### src/rtl/sid_pkg.sv
// rtl/sid_pkg.sv - shared SID types, register map and write-entry struct
package sid_pkg;

    localparam int SID_DELAY_W = 16;

    typedef logic [4:0] sid_addr_t;

    localparam sid_addr_t SID_V0_FREQ_LO = 5'h00;
    localparam sid_addr_t SID_V0_FREQ_HI = 5'h01;
    localparam sid_addr_t SID_V0_PW_LO   = 5'h02;
    localparam sid_addr_t SID_V0_PW_HI   = 5'h03;
    localparam sid_addr_t SID_V0_CTRL    = 5'h04;
    localparam sid_addr_t SID_V0_AD      = 5'h05;
    localparam sid_addr_t SID_V0_SR      = 5'h06;
    localparam sid_addr_t SID_V1_FREQ_LO = 5'h07;
    localparam sid_addr_t SID_V1_FREQ_HI = 5'h08;
    localparam sid_addr_t SID_V1_PW_LO   = 5'h09;
    localparam sid_addr_t SID_V1_PW_HI   = 5'h0A;
    localparam sid_addr_t SID_V1_CTRL    = 5'h0B;
    localparam sid_addr_t SID_V1_AD      = 5'h0C;
    localparam sid_addr_t SID_V1_SR      = 5'h0D;
    localparam sid_addr_t SID_V2_FREQ_LO = 5'h0E;
    localparam sid_addr_t SID_V2_FREQ_HI = 5'h0F;
    localparam sid_addr_t SID_V2_PW_LO   = 5'h10;
    localparam sid_addr_t SID_V2_PW_HI   = 5'h11;
    localparam sid_addr_t SID_V2_CTRL    = 5'h12;
    localparam sid_addr_t SID_V2_AD      = 5'h13;
    localparam sid_addr_t SID_V2_SR      = 5'h14;
    localparam sid_addr_t SID_FC_LO      = 5'h15;
    localparam sid_addr_t SID_FC_HI      = 5'h16;
    localparam sid_addr_t SID_RES_FILT   = 5'h17;
    localparam sid_addr_t SID_MODE_VOL   = 5'h18;

    typedef struct packed {
        sid_addr_t              addr;
        logic [7:0]             data;
        logic [SID_DELAY_W-1:0] delay;
    } sid_wr_t;

    typedef enum logic [1:0] {
        ST_IDLE,
        ST_WAIT,
        ST_ISSUE,
        ST_STROBE
    } sid_wseq_state_t;

endpackage

### src/rtl/sid_wr_fifo.sv
// rtl/sid_wr_fifo.sv - synchronous write-entry FIFO with level and clear
module sid_wr_fifo
    import sid_pkg::*;
#(
    parameter int  DEPTH = 16,
    parameter type T     = sid_wr_t
) (
    input  logic                   clk,
    input  logic                   n_reset,
    input  logic                   i_clear,
    input  logic                   i_push,
    input  T                       i_wdata,
    input  logic                   i_pop,
    output T                       o_rdata,
    output logic                   o_full,
    output logic                   o_empty,
    output logic [$clog2(DEPTH):0] o_level
);
    localparam int AW = $clog2(DEPTH);

    T               r_mem [DEPTH];
    logic [AW-1:0]  r_wptr;
    logic [AW-1:0]  r_rptr;
    logic [AW:0]    r_level;
    logic           w_push;
    logic           w_pop;

    // Clear wins over both push and pop in the same cycle.
    assign w_push = i_push && !o_full && !i_clear;
    assign w_pop  = i_pop && !o_empty && !i_clear;

    always_ff @(posedge clk or negedge n_reset) begin
        if (!n_reset) begin
            r_wptr  <= '0;
            r_rptr  <= '0;
            r_level <= '0;
        end else if (i_clear) begin
            r_wptr  <= '0;
            r_rptr  <= '0;
            r_level <= '0;
        end else begin
            if (w_push) r_wptr <= r_wptr + 1'b1;
            if (w_pop)  r_rptr <= r_rptr + 1'b1;
            case ({w_push, w_pop})
                2'b10:   r_level <= r_level + 1'b1;
                2'b01:   r_level <= r_level - 1'b1;
                default: r_level <= r_level;
            endcase
        end
    end

    always_ff @(posedge clk) begin
        if (w_push) r_mem[r_wptr] <= i_wdata;
    end

    assign o_rdata = r_mem[r_rptr];
    assign o_full  = (r_level == (AW+1)'(DEPTH));
    assign o_empty = (r_level == '0);
    assign o_level = r_level;

endmodule

### src/rtl/sid_write_sequencer.sv
// rtl/sid_write_sequencer.sv - buffers timed SID register writes and replays them on clk_en
module sid_write_sequencer
    import sid_pkg::*;
#(
    parameter int DEPTH   = 16,
    parameter int DELAY_W = 16
) (
    input  logic                   clk,
    input  logic                   n_reset,
    input  logic                   clk_en,
    input  logic                   req_valid,
    output logic                   req_ready,
    input  logic [4:0]             req_addr,
    input  logic [7:0]             req_data,
    input  logic [DELAY_W-1:0]     req_delay,
    input  logic                   flush,
    output logic [4:0]             sid_addr,
    output logic [7:0]             sid_data,
    output logic                   sid_n_cs,
    output logic                   sid_rw,
    output logic                   busy,
    output logic [$clog2(DEPTH):0] level
);
    typedef struct packed {
        sid_addr_t          addr;
        logic [7:0]         data;
        logic [DELAY_W-1:0] delay;
    } wr_t;

    wr_t                w_req;
    wr_t                w_head;
    logic               w_full;
    logic               w_empty;
    logic               w_push;
    logic               w_pop;
    sid_wseq_state_t    r_state;
    sid_addr_t          r_addr;
    logic [7:0]         r_data;
    logic [DELAY_W-1:0] r_cnt;

    // No bypass: a full FIFO refuses even when a pop happens this cycle.
    assign req_ready = !w_full && !flush;
    assign w_push    = req_valid && req_ready;
    assign w_pop     = (r_state == ST_IDLE) && !w_empty && !flush;
    assign w_req     = '{addr: req_addr, data: req_data, delay: req_delay};

    sid_wr_fifo #(
        .DEPTH (DEPTH),
        .T     (wr_t)
    ) u_fifo (
        .clk     (clk),
        .n_reset (n_reset),
        .i_clear (flush),
        .i_push  (w_push),
        .i_wdata (w_req),
        .i_pop   (w_pop),
        .o_rdata (w_head),
        .o_full  (w_full),
        .o_empty (w_empty),
        .o_level (level)
    );

    always_ff @(posedge clk or negedge n_reset) begin
        if (!n_reset) begin
            r_state  <= ST_IDLE;
            r_addr   <= '0;
            r_data   <= '0;
            r_cnt    <= '0;
            sid_addr <= '0;
            sid_data <= '0;
            sid_n_cs <= 1'b1;
            sid_rw   <= 1'b1;
        end else begin
            case (r_state)
                ST_IDLE: begin
                    if (w_pop) begin
                        r_addr  <= w_head.addr;
                        r_data  <= w_head.data;
                        r_cnt   <= w_head.delay;
                        r_state <= (w_head.delay == '0) ? ST_ISSUE : ST_WAIT;
                    end
                end
                ST_WAIT: begin
                    if (flush) begin
                        r_state <= ST_IDLE;
                    end else if (clk_en) begin
                        r_cnt <= r_cnt - 1'b1;
                        if (r_cnt == DELAY_W'(1)) r_state <= ST_ISSUE;
                    end
                end
                ST_ISSUE: begin
                    if (flush) begin
                        r_state <= ST_IDLE;
                    end else if (clk_en) begin
                        sid_addr <= r_addr;
                        sid_data <= r_data;
                        sid_n_cs <= 1'b0;
                        sid_rw   <= 1'b0;
                        r_state  <= ST_STROBE;
                    end
                end
                ST_STROBE: begin
                    // A strobe already on the bus always completes, flush or not.
                    sid_n_cs <= 1'b1;
                    sid_rw   <= 1'b1;
                    r_state  <= ST_IDLE;
                end
                default: r_state <= ST_IDLE;
            endcase
        end
    end

    assign busy = !w_empty || (r_state != ST_IDLE);

endmodule

### config.mk
export PLATFORM = sky130hd
export DESIGN_NAME = sid_write_sequencer
export DESIGN_NICKNAME = d
export VERILOG_FILES = /design/src/rtl/sid_pkg.sv /design/src/rtl/sid_wr_fifo.sv /design/src/rtl/sid_write_sequencer.sv
export SDC_FILE = /design/constraint.sdc
export NUM_CORES = 1
export LEC_CHECK = 0
export CORE_MARGIN = 2
export CORE_UTILIZATION = 51
export DETAILED_ROUTE_END_ITERATION = 8
export DONT_BUFFER_PORTS = 1
export GPL_TIMING_DRIVEN = 0
export PLACE_DENSITY = 0.63
export SYNTH_ARGS = -nofsm -noshare
export SYNTH_HDL_FRONTEND = slang
export SYNTH_SLANG_ARGS = --single-unit
### constraint.sdc
create_clock -name clk -period 3.05 [get_ports clk]
set_clock_uncertainty 0.2 [all_clocks]
set_input_delay 0.915 -clock clk [delete_from_list [all_inputs] [get_ports clk]]
set_output_delay 0.915 -clock clk [all_outputs]
set_load 0.005 [all_outputs]
Yosys cells after proc, flatten, opt, wreduce, memory -nomap -nowiden
Memories as Yosys holds them, arrays and structs flattened.
Index checks and enable logic that the tools add are counted.
- bits in latches: 0
- output and inout port bits: 22
- memories: 1
- bits in registers: 58
- logic and storage cells: 81
- RAM bits: 464
- ROM bits: 0
- multiplexer cells: 23
- add/sub/neg operators: 5
- order comparisons: 0
- reduce and logical (&&, ||, !) cells: 26
- shift-type cells: 0
- divide/modulo/power cells: 0
- $mul: 0
- eq/ne operators: 15
- bitwise gates (word level): 1
- memory list (memory ; words ; width ; read ports ; clocked after memory_dff ; write ports ; line ; text):
    u_fifo.r_mem ; 16 ; 29 ; 1 ; 0 ; 1 ; sid_wr_fifo.sv:21 ; T r_mem [DEPTH];
- operator list (operator ; count):
    two-way mux 16 bit ; 3
    case mux 16 bit (2 select lines) ; 1
    equality test 16 x 1 -> 1 bit (second input constant) ; 1
    zero test 16 bit ; 1
    two-way mux 4 bit ; 4
    subtractor 16 x 1 -> 16 bit (second input constant) ; 1
    two-way mux 2 bit ; 7
    case mux 5 bit (2 select lines) ; 1
    nonzero test 2 bit ; 5
    != test 3 bit (second input constant) ; 3
    adder 4 x 1 -> 4 bit (second input constant) ; 2
    logical AND 1 bit ; 8
    != test 2 bit (second input constant) ; 4
    case mux 2 bit (4 select lines) ; 1
    AND reduction 4 bit ; 2
    equality test 2 bit (second input constant) ; 3
    AND reduction 3 bit ; 2
    adder 5 x 1 -> 5 bit (second input constant) ; 1
    equality test 5 bit (second input constant) ; 1
    zero test 5 bit ; 1
    two-way mux 5 bit ; 1
    subtractor 5 x 1 -> 5 bit (second input constant) ; 1
    equality test 2 x 1 -> 1 bit (second input constant) ; 2
    two-way mux 1 bit ; 4
    other kinds (8) ; 10

Depth between registers and ports, before layout
- word-level depth: 9
- gate-level depth with buffers: 10
- depth with buffers taken out: 9

Hierarchy
From an unflattened synthesis, not the netlist that was laid out.
- cells, all modules: 1161
- area, all modules: 20927.6 sq um
- by module, submodules not included (module ; instances ; sequential area each (sq um) ; area each (sq um) ; cells each):
    sid_wr_fifo ; 1 ; 14258.7 ; 18676.7 ; 960
    sid_write_sequencer ; 1 ; 1127.3 ; 2250.9 ; 201

Worst setup path before layout
OpenSTA, ideal clock, no wires.
- path type: input port to flip-flop
- start point: in req_valid
- end point: mem u_fifo.r_mem[12][0] in the netlist's numbering (enable)
- data arrival time: 2.606 ns
- required time: 2.461 ns
- setup time: 0.389 ns
- cell stages on the path: 4
- slack: -0.145 ns
- path through: inv_1 > a211oi_1 > and3_1 > and2_1
- word-level cells in the longest chain between the ends: 5
- RTL lines (element ; line ; text):
    start: declaration ; sid_write_sequencer.sv:11 ; input logic req_valid,
    logical AND 1 bit ; sid_write_sequencer.sv:43 ; assign w_push = req_valid && req_ready;
    logical AND 1 bit (2 in a row) ; sid_wr_fifo.sv:29 ; assign w_push = i_push && !o_full && !i_clear;
    two-way mux 1 bit ; sid_wr_fifo.sv:53 ; if (w_push) r_mem[r_wptr] <= i_wdata;
    two-way mux 1 bit (not written as such) ; sid_wr_fifo.sv:53 ;
    end: declaration ; sid_wr_fifo.sv:21 ;
No other way between the ends.

Final worst setup path
- start point: reg u_fifo.r_level[1], in the netlist u_fifo.o_level[1]
- end point: out busy
- word-level cells in the longest chain between the ends: 3
- RTL lines (element ; line ; text):
    start: declaration ; sid_wr_fifo.sv:24 ; logic [AW:0] r_level;
    start signal: assignment ; sid_wr_fifo.sv:45 ; 2'b10: r_level <= r_level + 1'b1;
    start signal: assignment ; sid_wr_fifo.sv:46 ; 2'b01: r_level <= r_level - 1'b1;
    start signal: assignment ; sid_wr_fifo.sv:47 ; default: r_level <= r_level;
    zero test 5 bit ; sid_wr_fifo.sv:58 ; assign o_empty = (r_level == '0);
    zero test 1 bit ; sid_write_sequencer.sv:113 ; assign busy = !w_empty || (r_state != ST_IDLE);
    logical OR 1 bit ; sid_write_sequencer.sv:113 ;
    end: declaration ; sid_write_sequencer.sv:21 ; output logic busy,
No other way between the ends.

==> summary.md <==
| Metric | Value |
|---|---|
| Outcome | finished, violations left |
| Violated checks | setup timing |
| Wire length per cell | 27.9 um |
| Yosys Warn Count | 0 |
| Simple-Gate Fraction of Synth Area | 0.0328 |
| Dpl hpwl | 27.3 mm |
| Initial antenna violation count | 1 |
| Post-synth EDFFs | 464 |
| Layout cell share with drive strength beyond 1 | 0.249 |
| Final setup viols | 1 |
| Gate power share | 0.218 |
| Synth top area share | 0.678 |
| Post-synth top cells | edfxtp_1 (464), mux4_2 (106), dfrtp_1 (57), nand2_1 (49), mux2i_1 (48) |
| RSZ-0062 raised after global routing | true |
| Hold Crit Class | in2reg |
| Xor and xnor fraction of the mapped netlist area | 0.00384 |
| Max Cap Viol | 0 |
| Synthesized net count | 1,093 |
| Max-slew violation count | 0 |
| Post-Route WL | 47.1 mm |
| Grt met1 use | 0.351 |
| Filler cells | 2,872 |
| GRT overflow | 0 |
| Crit. End Element | output pin |
| CTS buffer count | 53 |
| Tmin final | 3070 ps |
| GR Util met2 | 0.352 |
| Crit Path Category | reg2out |
| Area leader, netlist | edfxtp_1 |
| GR Layer Usage met3 | 0.0495 |
| Async S/R FF share, synth | 0.111 |
| Mapped Cells | 1,050 |
| Drt via density | 6.13 |
| Synth top area cells | edfxtp_1 (68%), mux4_2 (12%), dfrtp_1 (6.9%) |
| Sink Count | 522 |
| Hold Fails Final Rpt | 0 |
| Lkg Pwr | 7.62 nW |
| Crit-path max FO | 7 |
| Clk network pwr share | 0.339 |
| Most numerous cell in the Yosys netlist | edfxtp_1 |
| Crit-path slowest cell | or4_1 |
| Die Y-Extent | 205 um |
| Row count | 73 |
| DRT iter0 DRCs | 1,382 |
| Num ports | 56 |
| CP Cell Sequence | or4_1, nor2_2, nand2_1 |
| Synth Cell Area | 0.0205 mm^2 |
| Max incr delay on CP | 630 ps |
| Largest net degree at the start of global routing | 59 |
| All-layer global routing usage | 0.232 |
| Die width | 205 um |
| Final core occ | 0.588 |
| Share of power burned in registers | 0.443 |
| CTS max path bufs | 3 |
| Post-synthesis compound-gate area fraction | 0.0401 |
| Busiest grt layer | met2 |
| Worst-Margin Slew | 1060 ps |
| Mux contribution to synthesized area | 0.154 |
| #FFs+latches synth | 522 |
| Vias in the first global route | 10,300 |
| CP required | 1930 ps |
| Avg Inst Size Synth | 19.6 um^2 |
| Residual DRC | 0 |
| Clock transition at path regs | 60 ps |
| First-pass GRT wire length | 69.1 mm |
| FF+latch area | 0.0154 mm^2 |
| R2R Setup Slk | 10 ps |
| Area of the multi-input gates | 0.00494 mm^2 |
| Placed cell areas | 0.0214 mm^2 |
| Nets | 1,161 |
| Proportion of synthesized chip area in sequential cells | 0.749 |
| Synth Area in Adders | 0.00548 |
| Top_reg_cell synth | edfxtp_1 |
| Fin crit share | 1.01 |
| Yosys cell types | 50 |
| Crit-path leading delay family | simple AND/OR/NAND/NOR gates |
| Clock latency at the later pin of the worst-skew pair | 590 ps |
| Antenna cells | 0 |
| Worst EP arrival | 1960 ps |
| Final ANT Viol Nets | 0 |
| DR vias | 10,300 |
| Crit path launch type | flip-flop |
| Largest family of logic cells by synthesized area | multiplexers |
| P_sw | 5.14 mW |
| Finished Cell Area | 0.0234 mm^2 |
| Area Overhead vs Synth | 13.7% |
| GPL Wtd Cong | 0.862 |
| Initial Util | 0.517 |
| Worst vdd ir | 0.000396 V |
| Core Region | 0.0397 mm^2 |
| Place WS | -797 ps |
| TritonRoute pass-1 iters | 7 |
| Total power | 19.0 mW |
| CTS tree | yes |
| Die area | 0.0419 mm^2 |
| Slew headroom | 0.293 |
| Fmax | 0.325 GHz |
| Switching share of power | 0.271 |
| CP bufs+invs | 0 |
| Setup WS post-layout | -23.6 ps |
| H-tree depth | 2 |
| Internal power | 13.8 mW |
| Pwr/cell area | 811 mW/mm^2 |
| Clk Tree Root Cell | clkbuf_16 |
| Port Buffer Count | 0 |
| Setup_tns | -23.6 ps |
cell families (layout without fill, tap and decap cells):
| group | after synthesis | in the layout |
|---|---|---|
| flops | 522 | 522 |
| mux | 180 | 180 |
| simple gates | 142 | 142 |
| compound gates | 124 | 124 |
| buf+inv | 64 | 176 |
| fa+ha+maj | 9 | 9 |
| xor+xnor | 9 | 9 |
power by group through the flow:
stage          combinational (mW)  sequential (mW)  clock (mW)
3_3_place_gp                 3.83             8.53           0
6_report                     4.13             8.40        6.42
2_1_floorplan                2.77             8.46           0
3_5_place_dp                 3.89             8.53           0
5_1_grt                      4.43             8.44        6.83
4_1_cts                      3.99             8.39        6.53
routing by layer:
metal,up-vias,wire (um),part of all wire
li1,4445,-,-
met1,5430,20700,0.44
met2,405,21700,0.46
met3,66,3920,0.083
met4,0,745,0.016
met5,-,0,0
registers in the layout, summed over array words and instances (netlist names):
| register | count |
|---|---|
| r_state | 2 |
| u_fifo.r_mem | 464 |
| u_fifo.r_rptr | 4 |
| sid_data | 8 |
| r_cnt | 16 |
| r_data | 8 |
| sid_rw | 1 |
| r_addr | 5 |
| sid_addr | 5 |
| u_fifo.r_wptr | 4 |
| u_fifo.o_level | 5 |
placed cells by master, fill, tap and decap left out, drive strengths merged, types with 3 or more instances in the layout:
cell type and n:
a21oi 20, a221oi 24, a22oi 19, a31oi 3, and2 13, and3 7, buf 34, bufinv 6
clkbuf 96, clkinv 26, dfrtp 57, edfxtp 464, ha 9, inv 10, mux2 26, mux2i 48
mux4 106, nand2 49, nand3 10, nand4 4, nor2 31, nor2b 4, nor3 9, nor4 5
o21ai 41, o22ai 3, or3 6, xnor2 6, xor2 3
metrics by stage:
| stage | std cells | hold slack (ps) |
|---|---|---|
| 6_report | 1687 | 209 |
| 5_1_grt | 1687 | 184 |
| 4_1_cts | 1684 | 181 |
| 3_5_place_dp | 1583 | 290 |
| 3_3_place_gp | 1575 | 291 |
| 2_1_floorplan | 1050 | 261 |
layout make-up:
class                      count  area share
buffer                        53      0.0165
clock buffer                  65      0.0605
clock inverter                34      0.0132
inverter                      10     0.00177
multi-input combinational    464       0.212
sequential                   522       0.659
tap                          525      0.0281
timing repair buffer          14     0.00975
final timing paths:
kind | startpoint | endpoint | cells after the start
min | req_delay[15] | u_fifo.r_mem[1][15]$_DFFE_PP_ | 0
min reg2reg | sid_rw$_DFFE_PN1P_ | sid_rw$_DFFE_PN1P_ | 2
max in group asynchronous | n_reset | sid_rw$_DFFE_PN1P_ | 2
min in group asynchronous | n_reset | sid_data[5]$_DFFE_PN0P_ | 2
max | u_fifo.o_level[1]$_DFFE_PN0P_ | busy | 3
max reg2reg | u_fifo.o_level[2]$_DFFE_PN0P_ | u_fifo.r_mem[15][24]$_DFFE_PP_ | 4
what timing repair did:
action / CTS / global route
buffers inserted: 0 / 4
hold buffers: 2 / 0
endpoints found under the hold margin: 58 / 0
gates resized for setup: 34 / 34
endpoints found under the setup margin: 44 / 213
pin swaps: 1 / 5
No activity file was read; power rests on OpenSTA's default activity.
